`src/rtl/char_scanout.sv`:
```
// Character-buffer scanout: walks one character row per scanline, fetches font rows
// and serialises them into a gap-free 1-bit pixel stream with scroll and blinking cursor.
module char_scanout #(
    parameter int unsigned COLS         = 80,
    parameter int unsigned ROWS         = 24,
    parameter int unsigned ADDR_BITS    = 11,
    parameter int unsigned BLINK_FRAMES = 30
) (
    input  logic                 clk,
    input  logic                 reset_n,
    input  logic                 frame_start,
    input  logic                 line_req,
    input  logic [4:0]           first_row,
    input  logic                 cursor_en,
    input  logic [6:0]           cursor_col,
    input  logic [4:0]           cursor_row,
    output logic [ADDR_BITS-1:0] raddr,
    input  logic [7:0]           rdata,
    output logic [10:0]          font_addr,
    input  logic [7:0]           font_data,
    output logic                 pixel,
    output logic                 pixel_valid,
    output logic                 line_done,
    output logic                 busy
);

    localparam int unsigned LINE_END = 8 * COLS + 4;
    localparam int unsigned KW       = $clog2(LINE_END + 1);
    localparam int unsigned BW       = $clog2(BLINK_FRAMES + 1);
    localparam int unsigned AW1      = ADDR_BITS + 1;

    typedef enum logic [1:0] {IDLE, LINE, FRAME_DONE} state_t;

    state_t                state_q, state_d;
    logic [KW-1:0]         k_q, k_d;
    logic [7:0]            sr_q, sr_d;
    logic [4:0]            screen_row_q, screen_row_d;
    logic [3:0]            scanline_q, scanline_d;
    logic [ADDR_BITS-1:0]  row_base_q, row_base_d;
    logic [BW-1:0]         blink_cnt_q, blink_cnt_d;
    logic                  blink_phase_q, blink_phase_d;
    logic [ADDR_BITS-1:0]  raddr_d;
    logic [10:0]           font_addr_d;
    logic                  pixel_valid_d, line_done_d, busy_d;

    logic [KW-1:0]         kn_c;
    logic [6:0]            col_c;
    logic                  cursor_hit_c;
    logic [4:0]            fr_mod_c;
    logic [AW1-1:0]        next_base_c;
    logic [BW-1:0]         blink_inc_c;
    logic                  rdata_msb_unused;

    assign rdata_msb_unused = rdata[7];
    assign pixel            = sr_q[7];

    // Constant-coefficient shift-add: buffer row index to its start address
    function automatic logic [ADDR_BITS-1:0] row_to_base(input logic [4:0] r);
        logic [ADDR_BITS-1:0] acc;
        acc = '0;
        for (int i = 0; i < 5; i++) begin
            if (r[i]) acc = acc + ADDR_BITS'(COLS << i);
        end
        return acc;
    endfunction

    always_ff @(posedge clk or negedge reset_n) begin
        if (!reset_n) begin
            state_q       <= IDLE;
            k_q           <= '0;
            sr_q          <= '0;
            screen_row_q  <= '0;
            scanline_q    <= '0;
            row_base_q    <= '0;
            blink_cnt_q   <= '0;
            blink_phase_q <= 1'b1;
            raddr         <= '0;
            font_addr     <= '0;
            pixel_valid   <= 1'b0;
            line_done     <= 1'b0;
            busy          <= 1'b0;
        end else begin
            state_q       <= state_d;
            k_q           <= k_d;
            sr_q          <= sr_d;
            screen_row_q  <= screen_row_d;
            scanline_q    <= scanline_d;
            row_base_q    <= row_base_d;
            blink_cnt_q   <= blink_cnt_d;
            blink_phase_q <= blink_phase_d;
            raddr         <= raddr_d;
            font_addr     <= font_addr_d;
            pixel_valid   <= pixel_valid_d;
            line_done     <= line_done_d;
            busy          <= busy_d;
        end
    end

    always_comb begin
        state_d       = state_q;
        k_d           = k_q;
        sr_d          = sr_q;
        screen_row_d  = screen_row_q;
        scanline_d    = scanline_q;
        row_base_d    = row_base_q;
        blink_cnt_d   = blink_cnt_q;
        blink_phase_d = blink_phase_q;
        raddr_d       = raddr;
        font_addr_d   = font_addr;
        pixel_valid_d = pixel_valid;
        line_done_d   = 1'b0;
        busy_d        = busy;

        // kn_c is the edge index (since line start) that this cycle's update lands on
        kn_c         = k_q + KW'(1);
        col_c        = 7'(kn_c >> 3);
        cursor_hit_c = cursor_en && blink_phase_q &&
                       (screen_row_q == cursor_row) && (col_c == cursor_col);
        fr_mod_c     = (first_row >= 5'(ROWS)) ? first_row - 5'(ROWS) : first_row;
        next_base_c  = {1'b0, row_base_q} + AW1'(COLS);
        if (next_base_c >= AW1'(ROWS * COLS)) next_base_c = next_base_c - AW1'(ROWS * COLS);
        blink_inc_c  = blink_cnt_q + BW'(1);

        if (frame_start) begin
            state_d       = IDLE;
            sr_d          = '0;
            pixel_valid_d = 1'b0;
            busy_d        = 1'b0;
            screen_row_d  = '0;
            scanline_d    = '0;
            row_base_d    = row_to_base(fr_mod_c);
            if (blink_inc_c == BW'(BLINK_FRAMES)) begin
                blink_cnt_d   = '0;
                blink_phase_d = ~blink_phase_q;
            end else begin
                blink_cnt_d = blink_inc_c;
            end
        end else begin
            case (state_q)
                IDLE: begin
                    if (line_req) begin
                        state_d = LINE;
                        k_d     = '0;
                        raddr_d = row_base_q;
                        busy_d  = 1'b1;
                    end
                end
                LINE: begin
                    k_d = kn_c;
                    if (kn_c[2:0] == 3'd0 && kn_c < KW'(8 * COLS))
                        raddr_d = raddr + ADDR_BITS'(1);
                    if (kn_c[2:0] == 3'd2 && kn_c < KW'(8 * COLS))
                        font_addr_d = {rdata[6:0], scanline_q};
                    if (kn_c == KW'(LINE_END)) begin
                        pixel_valid_d = 1'b0;
                        line_done_d   = 1'b1;
                        busy_d        = 1'b0;
                        state_d       = IDLE;
                        if (scanline_q == 4'd15) begin
                            scanline_d = '0;
                            if (screen_row_q == 5'(ROWS - 1)) begin
                                state_d = FRAME_DONE;
                            end else begin
                                screen_row_d = screen_row_q + 5'd1;
                                row_base_d   = ADDR_BITS'(next_base_c);
                            end
                        end else begin
                            scanline_d = scanline_q + 4'd1;
                        end
                    end else if (kn_c[2:0] == 3'd4) begin
                        sr_d          = font_data ^ {8{cursor_hit_c}};
                        pixel_valid_d = 1'b1;
                    end else begin
                        sr_d = {sr_q[6:0], 1'b0};
                    end
                end
                FRAME_DONE: ;
                default: state_d = IDLE;
            endcase
        end
    end

endmodule

```
`config.mk`:
```
export PLATFORM = sky130hd
export DESIGN_NAME = char_scanout
export DESIGN_NICKNAME = d
export VERILOG_FILES = /design/src/rtl/char_scanout.sv
export SDC_FILE = /design/constraint.sdc
export NUM_CORES = 1
export LEC_CHECK = 0
export CORE_MARGIN = 2
export CORE_UTILIZATION = 50
export DETAILED_ROUTE_END_ITERATION = 12
export PLACE_DENSITY = 0.83
export SETUP_SLACK_MARGIN = 0.3
export SYNTH_ARGS = -nofsm -noshare
export SYNTH_HDL_FRONTEND = slang
export SYNTH_SLANG_ARGS = --single-unit
```
`constraint.sdc`:
```
create_clock -name clk -period 3.2 [get_ports clk]
set_clock_uncertainty 0.2 [all_clocks]
set_input_delay 0.64 -clock clk [delete_from_list [all_inputs] [get_ports clk]]
set_output_delay 0.64 -clock clk [all_outputs]
set_load 0.03 [all_outputs]
```
Word level (Yosys, flattened, before mapping)
Index checks and enable logic that the tools add are counted.
{ "word_totals": {"elab_cells": 123, "reg_bits": 71, "input_bits": 38} }
{ "op_classes": {"n_eq_ne": 17, "mux": 52, "addsub": 12, "reduce_logical": 23, "magnitude_cmp": 3, "bitwise": 3} }
{ "op_table": {"columns": ["op", "n"], "rows": [
  ["11-bit 2-to-1 mux", 16],
  ["5-bit 2-to-1 mux", 7],
  ["8-bit 2-to-1 mux", 4],
  ["11-bit one-hot mux with 2 select lines", 1],
  ["10-bit one-hot mux with 2 select lines", 1],
  ["4-bit 2-to-1 mux", 4],
  ["11-bit by 7-bit adder with 12-bit output, second input constant", 1],
  ["12-bit by 11-bit greater-or-equal comparator with 1-bit output, second input constant", 1],
  ["3-bit AND reduction", 4],
  ["11-bit by 1-bit adder with 11-bit output, second input constant", 1],
  ["11-bit by 10-bit adder with 11-bit output, second input constant", 1],
  ["11-bit adder, second input constant", 1],
  ["11-bit by 8-bit adder with 11-bit output, second input constant", 1],
  ["11-bit by 9-bit adder with 11-bit output, second input constant", 1],
  ["11-bit subtractor, second input constant", 1],
  ["10-bit by 1-bit adder with 10-bit output, second input constant", 1],
  ["5-bit by 1-bit adder with 5-bit output, second input constant", 2],
  ["10-bit equality test, second input constant", 1],
  ["5-bit equality test, second input constant", 2],
  ["10-bit less-than comparator, second input constant", 1],
  ["1-bit 2-to-1 mux", 10],
  ["10-bit 2-to-1 mux", 1],
  ["2-bit 2-to-1 mux", 5],
  ["2-bit != test, second input constant", 5],
  ["other kinds (23)", 37]
]} }

Longest topological paths before layout
Gate-level depths: netlist (run 1).
{ "depth": {"depth_word": 16, "depth_mapped": 12, "depth_no_buf": 12} }

Worst setup path after synthesis (run 1)
OpenSTA, ideal clock, no wires.
{ "synth_path": {"path_type": "flip-flop to flip-flop", "start": "reg k_q[0]", "end": "reg screen_row_q[4]", "required_time_ns": 2.922, "arrival_ns": 2.626, "path_buffers": 2, "path_stages_with_launch": 11, "synth_period_minus_slack_ns": 2.905, "path_slack_ns": 0.295, "path_cell_list": "dfrtp_1 -> ha_1 -> nand3_1 -> nor2_1 -> xor2_1 -> or4_1 -> buf_2 -> or2_1 -> buf_6 -> or3_1 -> a21oi_1"} }
{ "synth_between": {"elab_chain_len": 4} }
{ "synth_lines": {"columns": ["item", "line", "source"], "rows": [
  ["start, declared", "35", "logic [KW-1:0] k_q, k_d;"],
  ["start signal, assigned", "84", "k_q <= k_d;"],
  ["10-bit by 1-bit adder with 10-bit output", "115", "kn_c = k_q + KW'(1);"],
  ["10-bit equality test", "154", "if (kn_c == KW'(LINE_END)) begin"],
  ["2-bit nonzero test (no source line)", null, null],
  ["4-bit AND reduction (no source line)", null, null],
  ["end signal, assigned", "86", "screen_row_q <= screen_row_d;"],
  ["end, declared", "37", "logic [4:0] screen_row_q, screen_row_d;"]
]} }
Every way passes these cells.
A chain may end at the register's enable or synchronous reset.

Final worst setup path (run 1)
Same ends and word-level chain as after synthesis.

==> metrics.txt, run 1 <==
outcome=finished, final reports clean; CP endpoint kind=register; DR pass1 iterations=5; crit path DAT=2.94 ns; share of cells above drive strength 1=14.0%; Die H=95.6 um; sequential-to-total area share from yosys stat=40.0%; final RePlAce weighted congestion=0.931; CTS buffer count=9; GRT Total Usage=22.6%; die width=95.6 um; CTS tree=built; Routed Antenna Nets=0; DR iter-0 viols=323; FFs w/ async S/R, synth=100%; Worst Path Max Fanout=6; Req. time, crit path=3.27 ns; clock sink total=67; Core Footprint=8180 sq um; Syn. warnings=0; Final Max Tran Viols=0; setup violators final=0; Diodes inserted=0; DR WL/cell=14.8 um; CTS Hold Buffers Added=0; critical path class=reg2reg; most frequent cells in the layout=61 x dfrtp_1, 61 x clkdlybuf4s50_1, 51 x o21ai_0; Synth cell types=57; Via density=5.78; drc violations=0; slew of the pin with the lowest slew margin=0.681 ns; Clock Root Buffer=clkbuf_8; Final Hold Viols=0; Post-synth EDFFs=0; H-tree depth=3; Min-Delay Path Class=in2async; initial antenna violation count=0; utilization after layout=65.2%; global-route wire length before repair=16.2 mm; placed cell areas=4980 sq um; Main synth FF type=dfrtp_1; num ports=64; FMAX=348 MHz; Mean Syn Cell Area=8.94 sq um; dpl hpwl=6.99 mm; Port Buffers=62; Placement Rows=33; post-synth design cell area=4190 sq um; Mapped Nets=523; nets=600; final worst path period share=89.7%; Synth Register Bits=67; Final Cell Area=5330 sq um; area leader, netlist=dfrtp_1; worst-skew pair later-pin latency=0.35 ns; Max VDD drop=0.524 mV; Layout area overhead=27.2%; crit start category=register; largest net degree at the start of global routing=41; post-synth top area share=39.4%; Clock Path Buffers=2; clock slew at reported path FFs=0.07 ns; setup TNS=0 ns; via count=3791; GRT overflow=0; Tmin final=2.87 ns; die area=9130 sq um; Pwr per Cell Area=510 nW/um^2; max cap viols=0; drt total wl=9.70 mm; Cells after Synth=469; Initial Util=51.3%; slew margin rel.=54.3%; WHS=0.0936 ns; Static Leak=2.20 nW; vias in the first global route=3529; top post-synthesis cells by area=dfrtp_1 39%, o21ai_0 6.3%, ha_1 4.8%, xor2_1 4.6%, xnor2_1 4.0%; RSZ-0062 raised after global routing=true
==> critical path, stage by stage, from the launching register on <==
cell	delay (ns)
dfrtp_2	0.45
ha_4	0.17
ha_1	0.29
nor2_1	0.13
nand3_1	0.09
or4_4	0.57
or2_1	0.36
or3_1	0.38
a21oi_1	0.15
==> worst paths after layout <==
| kind | depth (start not counted) | slack (ns) | end | start |
|---|---|---|---|---|
| max | 8 | 0.33 | screen_row_q[4]$_DFFE_PN0P_ | k_q[0]$_DFFE_PN0P_ |
| min | 1 | 0.09 | k_q[5]$_DFFE_PN0P_ | reset_n |
| min in group clk | 1 | 0.29 | blink_phase_q$_DFFE_PN1P_ | blink_phase_q$_DFFE_PN1P_ |
| min reg2reg | 1 | 0.29 | blink_phase_q$_DFFE_PN1P_ | blink_phase_q$_DFFE_PN1P_ |
| max in group asynchronous | 2 | 1.95 | blink_phase_q$_DFFE_PN1P_ | reset_n |
| max reg2reg | 8 | 0.33 | screen_row_q[4]$_DFFE_PN0P_ | k_q[0]$_DFFE_PN0P_ |
==> sequential cells by signal, indices dropped and copies added (netlist names) <==
register and cells:
raddr 11, k_q 10, line_done 1, font_addr 11, blink_phase_q 1, scanline_q 4
busy 1, sr_q 8, blink_cnt_q 5, row_base_q 7, pixel_valid 1, screen_row_q 5
state_q 2
==> through the flow <==
step                      total power, mW  setup WS (ns)  std cells
after detailed placement             1.90         0.0471        632
after global routing                 2.87          0.134        656
after global placement               1.87          0.119        632
final                                2.72          0.328        656
after floorplan                      1.57          0.328        469
after CTS                            2.71          0.275        648
==> logic make-up after synthesis <==
family	Yosys count	share of synthesized area (%)
simple gates	163	19.6
compound gates	121	17.1
flops	67	40.0
xor+xnor	41	8.57
buf+inv	38	4.06
mux	23	5.85
fa+ha+maj	16	4.78
==> synth_stat cells (5+ instances only) <==
cell type,count
nor2b_1,5
xor2_1,22
dfrtp_1,66
nand3_1,18
nor3_1,12
nor4_1,7
xnor2_1,19
a31oi_1,7
nand2_1,40
mux2i_1,11
mux2_2,12
nand2b_1,9
nor2_1,41
o21ai_0,53
a21oi_1,24
clkbuf_1,15
ha_1,16
inv_1,13
and3_1,5
a22oi_1,8
==> power breakdown <==
part	total (mW)	internal [mW]	switching, mW
clock network	0.799	0.480	0.319
logic	0.813	0.382	0.431
registers	1.11	0.978	0.131
==> area by class of cell <==
cell class,count,area (sq um)
fill,659,2840
multi-input combinational,364,2390
sequential,67,1680
timing repair buffer,91,851
clock buffer,12,155
tap,105,131
clock inverter,4,72.6
inverter,13,48.8
==> routing by layer <==
metal  vias to the layer above  track usage, %  routed length [um]
met2                       114            35.6                4630
met4                         0            9.52                 223
met3                        22            4.90                 625
met1                      1819            30.1                4220
met5                         -               0                   0
li1                       1836               -                   -
==> repair_timing <==
action	in CTS	in global routing
gates resized for setup	4	15
buffers inserted	0	8
endpoints found under the setup margin	14	20
cloned	0	0
pin swaps	0	3
(Power assumes the default switching activity.)
==> run 2: changes to the inputs <==
--- a/config.mk
+++ b/config.mk
@@ -5,7 +5,7 @@
 export SDC_FILE = /design/constraint.sdc
 export NUM_CORES = 1
 export LEC_CHECK = 0
-export CORE_MARGIN = 2
+export CORE_MARGIN = 1
 export CORE_UTILIZATION = 50
 export DETAILED_ROUTE_END_ITERATION = 12
 export PLACE_DENSITY = 0.83
==> run 2 against run 1 <==
- flip-flop and latch count did not move
- hold slack better by 0.015 ns
- critical path depth increased by 2
- cell count decreased by 0.46%
- critical endpoint is now scanline_q[3]$_DFFE_PN0P_
- highest routed layer unchanged
==> metrics.txt, run 2 (synthesized netlist as in run 1, its figures left out) <==
setup TNS=0 ns (unchanged); RSZ-0062 raised after global routing=true (unchanged); DR WL/cell=15.8 um (was 14.8 um); switching share of total power=34.1% (was 32.4%); Max stage delay on crit path=0.57 ns (about the same); Pwr per Cell Area=512 nW/um^2 (was 510 nW/um^2); Req. time, crit path=3.22 ns (was 3.27 ns); critical path class=reg2reg (unchanged); max cap viols=0 (unchanged); Core Footprint=8180 sq um (unchanged); via count=3890 (was 3791); placed cell areas=4990 sq um (was 4980 sq um); M1 GR Usage=32.1% (was 30.1%); CP dominant cell by count=buf_4; num ports=64 (unchanged); dpl ws=0.0743 ns (was 0.0471 ns); crit path DAT=2.87 ns (was 2.94 ns); area of the multi-input gates=2410 sq um (was 2390 sq um); Min-Delay Path Class=in2async (unchanged); Static Leak=2.19 nW (was 2.20 nW); clock power share=29.4% (about the same); Initial Util=51.3% (unchanged); crit-path cells=buf_4 > nand3_1 > xor2_2 > nand3_1 > or4_4 > buf_8 > buf_4 > buf_4 > o31ai_1 > a21oi_1 (was ha_4 > ha_1 > nor2_1 > nand3_1 > or4_4 > or2_1 > or3_1 > a21oi_1); outcome=finished, final reports clean (unchanged); Seq. cell area=1680 sq um (unchanged); Logic pwr share=29.8% (was 29.9%); setup violators final=0 (unchanged); Top Registers=font_addr (11), raddr (11), k_q (10) (unchanged); M3 GR Usage=4.31% (was 4.90%); largest net degree at the start of global routing=41 (unchanged); Final Cell Area=5340 sq um (was 5330 sq um); Seq pwr share=40.8% (about the same); final RePlAce weighted congestion=0.910 (was 0.931); Via density=5.96 (was 5.78); crit start category=register (unchanged); H-tree depth=3 (unchanged); slew of the pin with the lowest slew margin=0.690 ns (was 0.681 ns); Routed Antenna Nets=0 (unchanged); vias in the first global route=3836 (was 3529); Max VDD drop=0.414 mV (was 0.524 mV); WHS=0.108 ns (was 0.0936 ns); crit path max-delay cell type=or4_4 (unchanged); clock slew at reported path FFs=0.08 ns (was 0.07 ns); drt total wl=10.3 mm (was 9.70 mm); worst-skew pair later-pin latency=0.36 ns (was 0.35 ns); Tot Pwr=2.73 mW (was 2.72 mW); Layout area overhead=27.3% (was 27.2%); die area=8750 sq um (was 9130 sq um); Diodes inserted=0 (unchanged); dpl hpwl=7.15 mm (was 6.99 mm); most frequent cells in the layout=61 x dfrtp_1, 61 x clkdlybuf4s50_1, 52 x o21ai_0 (was 61 x dfrtp_1, 61 x clkdlybuf4s50_1, 51 x o21ai_0); GRT Total Usage=25.7% (was 22.6%); Port Buffers=62 (unchanged); CP endpoint kind=register (unchanged); met2 usage=43.5% (was 35.6%); slew margin rel.=53.7% (was 54.3%); global-route wire length before repair=17.6 mm (was 16.2 mm); grt peak-use layer=met2 (unchanged); DR iter-0 viols=318 (was 323); Placement Rows=33 (unchanged); die width=93.6 um (was 95.6 um); CTS tree=built (unchanged); Final Max Tran Viols=0 (unchanged); Non-Filler Instances=653 (was 656); drc violations=0 (unchanged); Worst Path Max Fanout=10 (was 6); final setup margin=0.346 ns (was 0.328 ns); Final Hold Viols=0 (unchanged); internal power=1.80 mW (was 1.84 mW); utilization after layout=65.3% (was 65.2%); nets=597 (was 600); final worst path period share=89.2% (was 89.7%); Psw=0.933 mW (was 0.881 mW); filler instances=657 (was 659); Clock Path Buffers=2 (unchanged); FMAX=350 MHz (was 348 MHz); CTS buffer count=9 (unchanged); share of cells above drive strength 1=14.1% (was 14.0%); placed cell count=632 (unchanged); initial antenna violation count=0 (unchanged); Tmin final=2.85 ns (was 2.87 ns); Clock Root Buffer=clkbuf_8 (unchanged); GRT overflow=0 (unchanged); DR pass1 iterations=5 (unchanged); Die H=93.6 um (was 95.6 um); clock sink total=67 (unchanged)
[run 2: power groups by stage]
stage                     combinational [mW]  sequential (mW)  clock (mW)
after global routing                   0.890             1.14       0.853
after CTS                              0.794             1.11       0.811
after detailed placement               0.785             1.12           0
final                                  0.813             1.12       0.804
after global placement                 0.758             1.11           0
after floorplan                        0.342             1.23           0
[run 2: repair_timing]
item                       CTS  global route
resized for setup            4            18
pin swaps                    0             1
setup endpoints to repair   16            20
setup buffers                0             5
hold buffers                 0             0
[run 2: worst max-delay path: cells and delay by family (launching register included)]
kind	cells	cell delay, ns
compound gates	2	0.43
xor+xnor	1	0.24
buf+inv	4	0.58
flops	1	0.45
simple gates	3	0.79
[run 2: path summary, 6_finish.rpt]
path | start | to | slack, ns | depth (start not counted)
worst max-delay path | k_q[0]$_DFFE_PN0P_ | scanline_q[3]$_DFFE_PN0P_ | 0.35 | 10
worst min-delay path | reset_n | k_q[4]$_DFFE_PN0P_ | 0.11 | 1
worst max register to register | k_q[0]$_DFFE_PN0P_ | scanline_q[3]$_DFFE_PN0P_ | 0.35 | 10
worst min register to register | blink_phase_q$_DFFE_PN1P_ | blink_phase_q$_DFFE_PN1P_ | 0.29 | 1
max in group asynchronous | reset_n | blink_phase_q$_DFFE_PN1P_ | 1.99 | 2
min in group clk | blink_phase_q$_DFFE_PN1P_ | blink_phase_q$_DFFE_PN1P_ | 0.29 | 1
[run 2: area by class of cell]
class                   count  area share (%)
repair buffers             88            15.6
well taps                 105            2.46
clock inverters             7            1.90
flip-flops and latches     67            31.6
multi-input cells         364            45.3
clock buffers               9            2.32
inverters                  13           0.915
[run 2: layer usage]
layer | part of all wire (%) | wire length (um)
met1 | 43 | 4430
met2 | 49 | 5080
met3 | 6.0 | 617
met4 | 1.9 | 196
met5 | 0 | 0
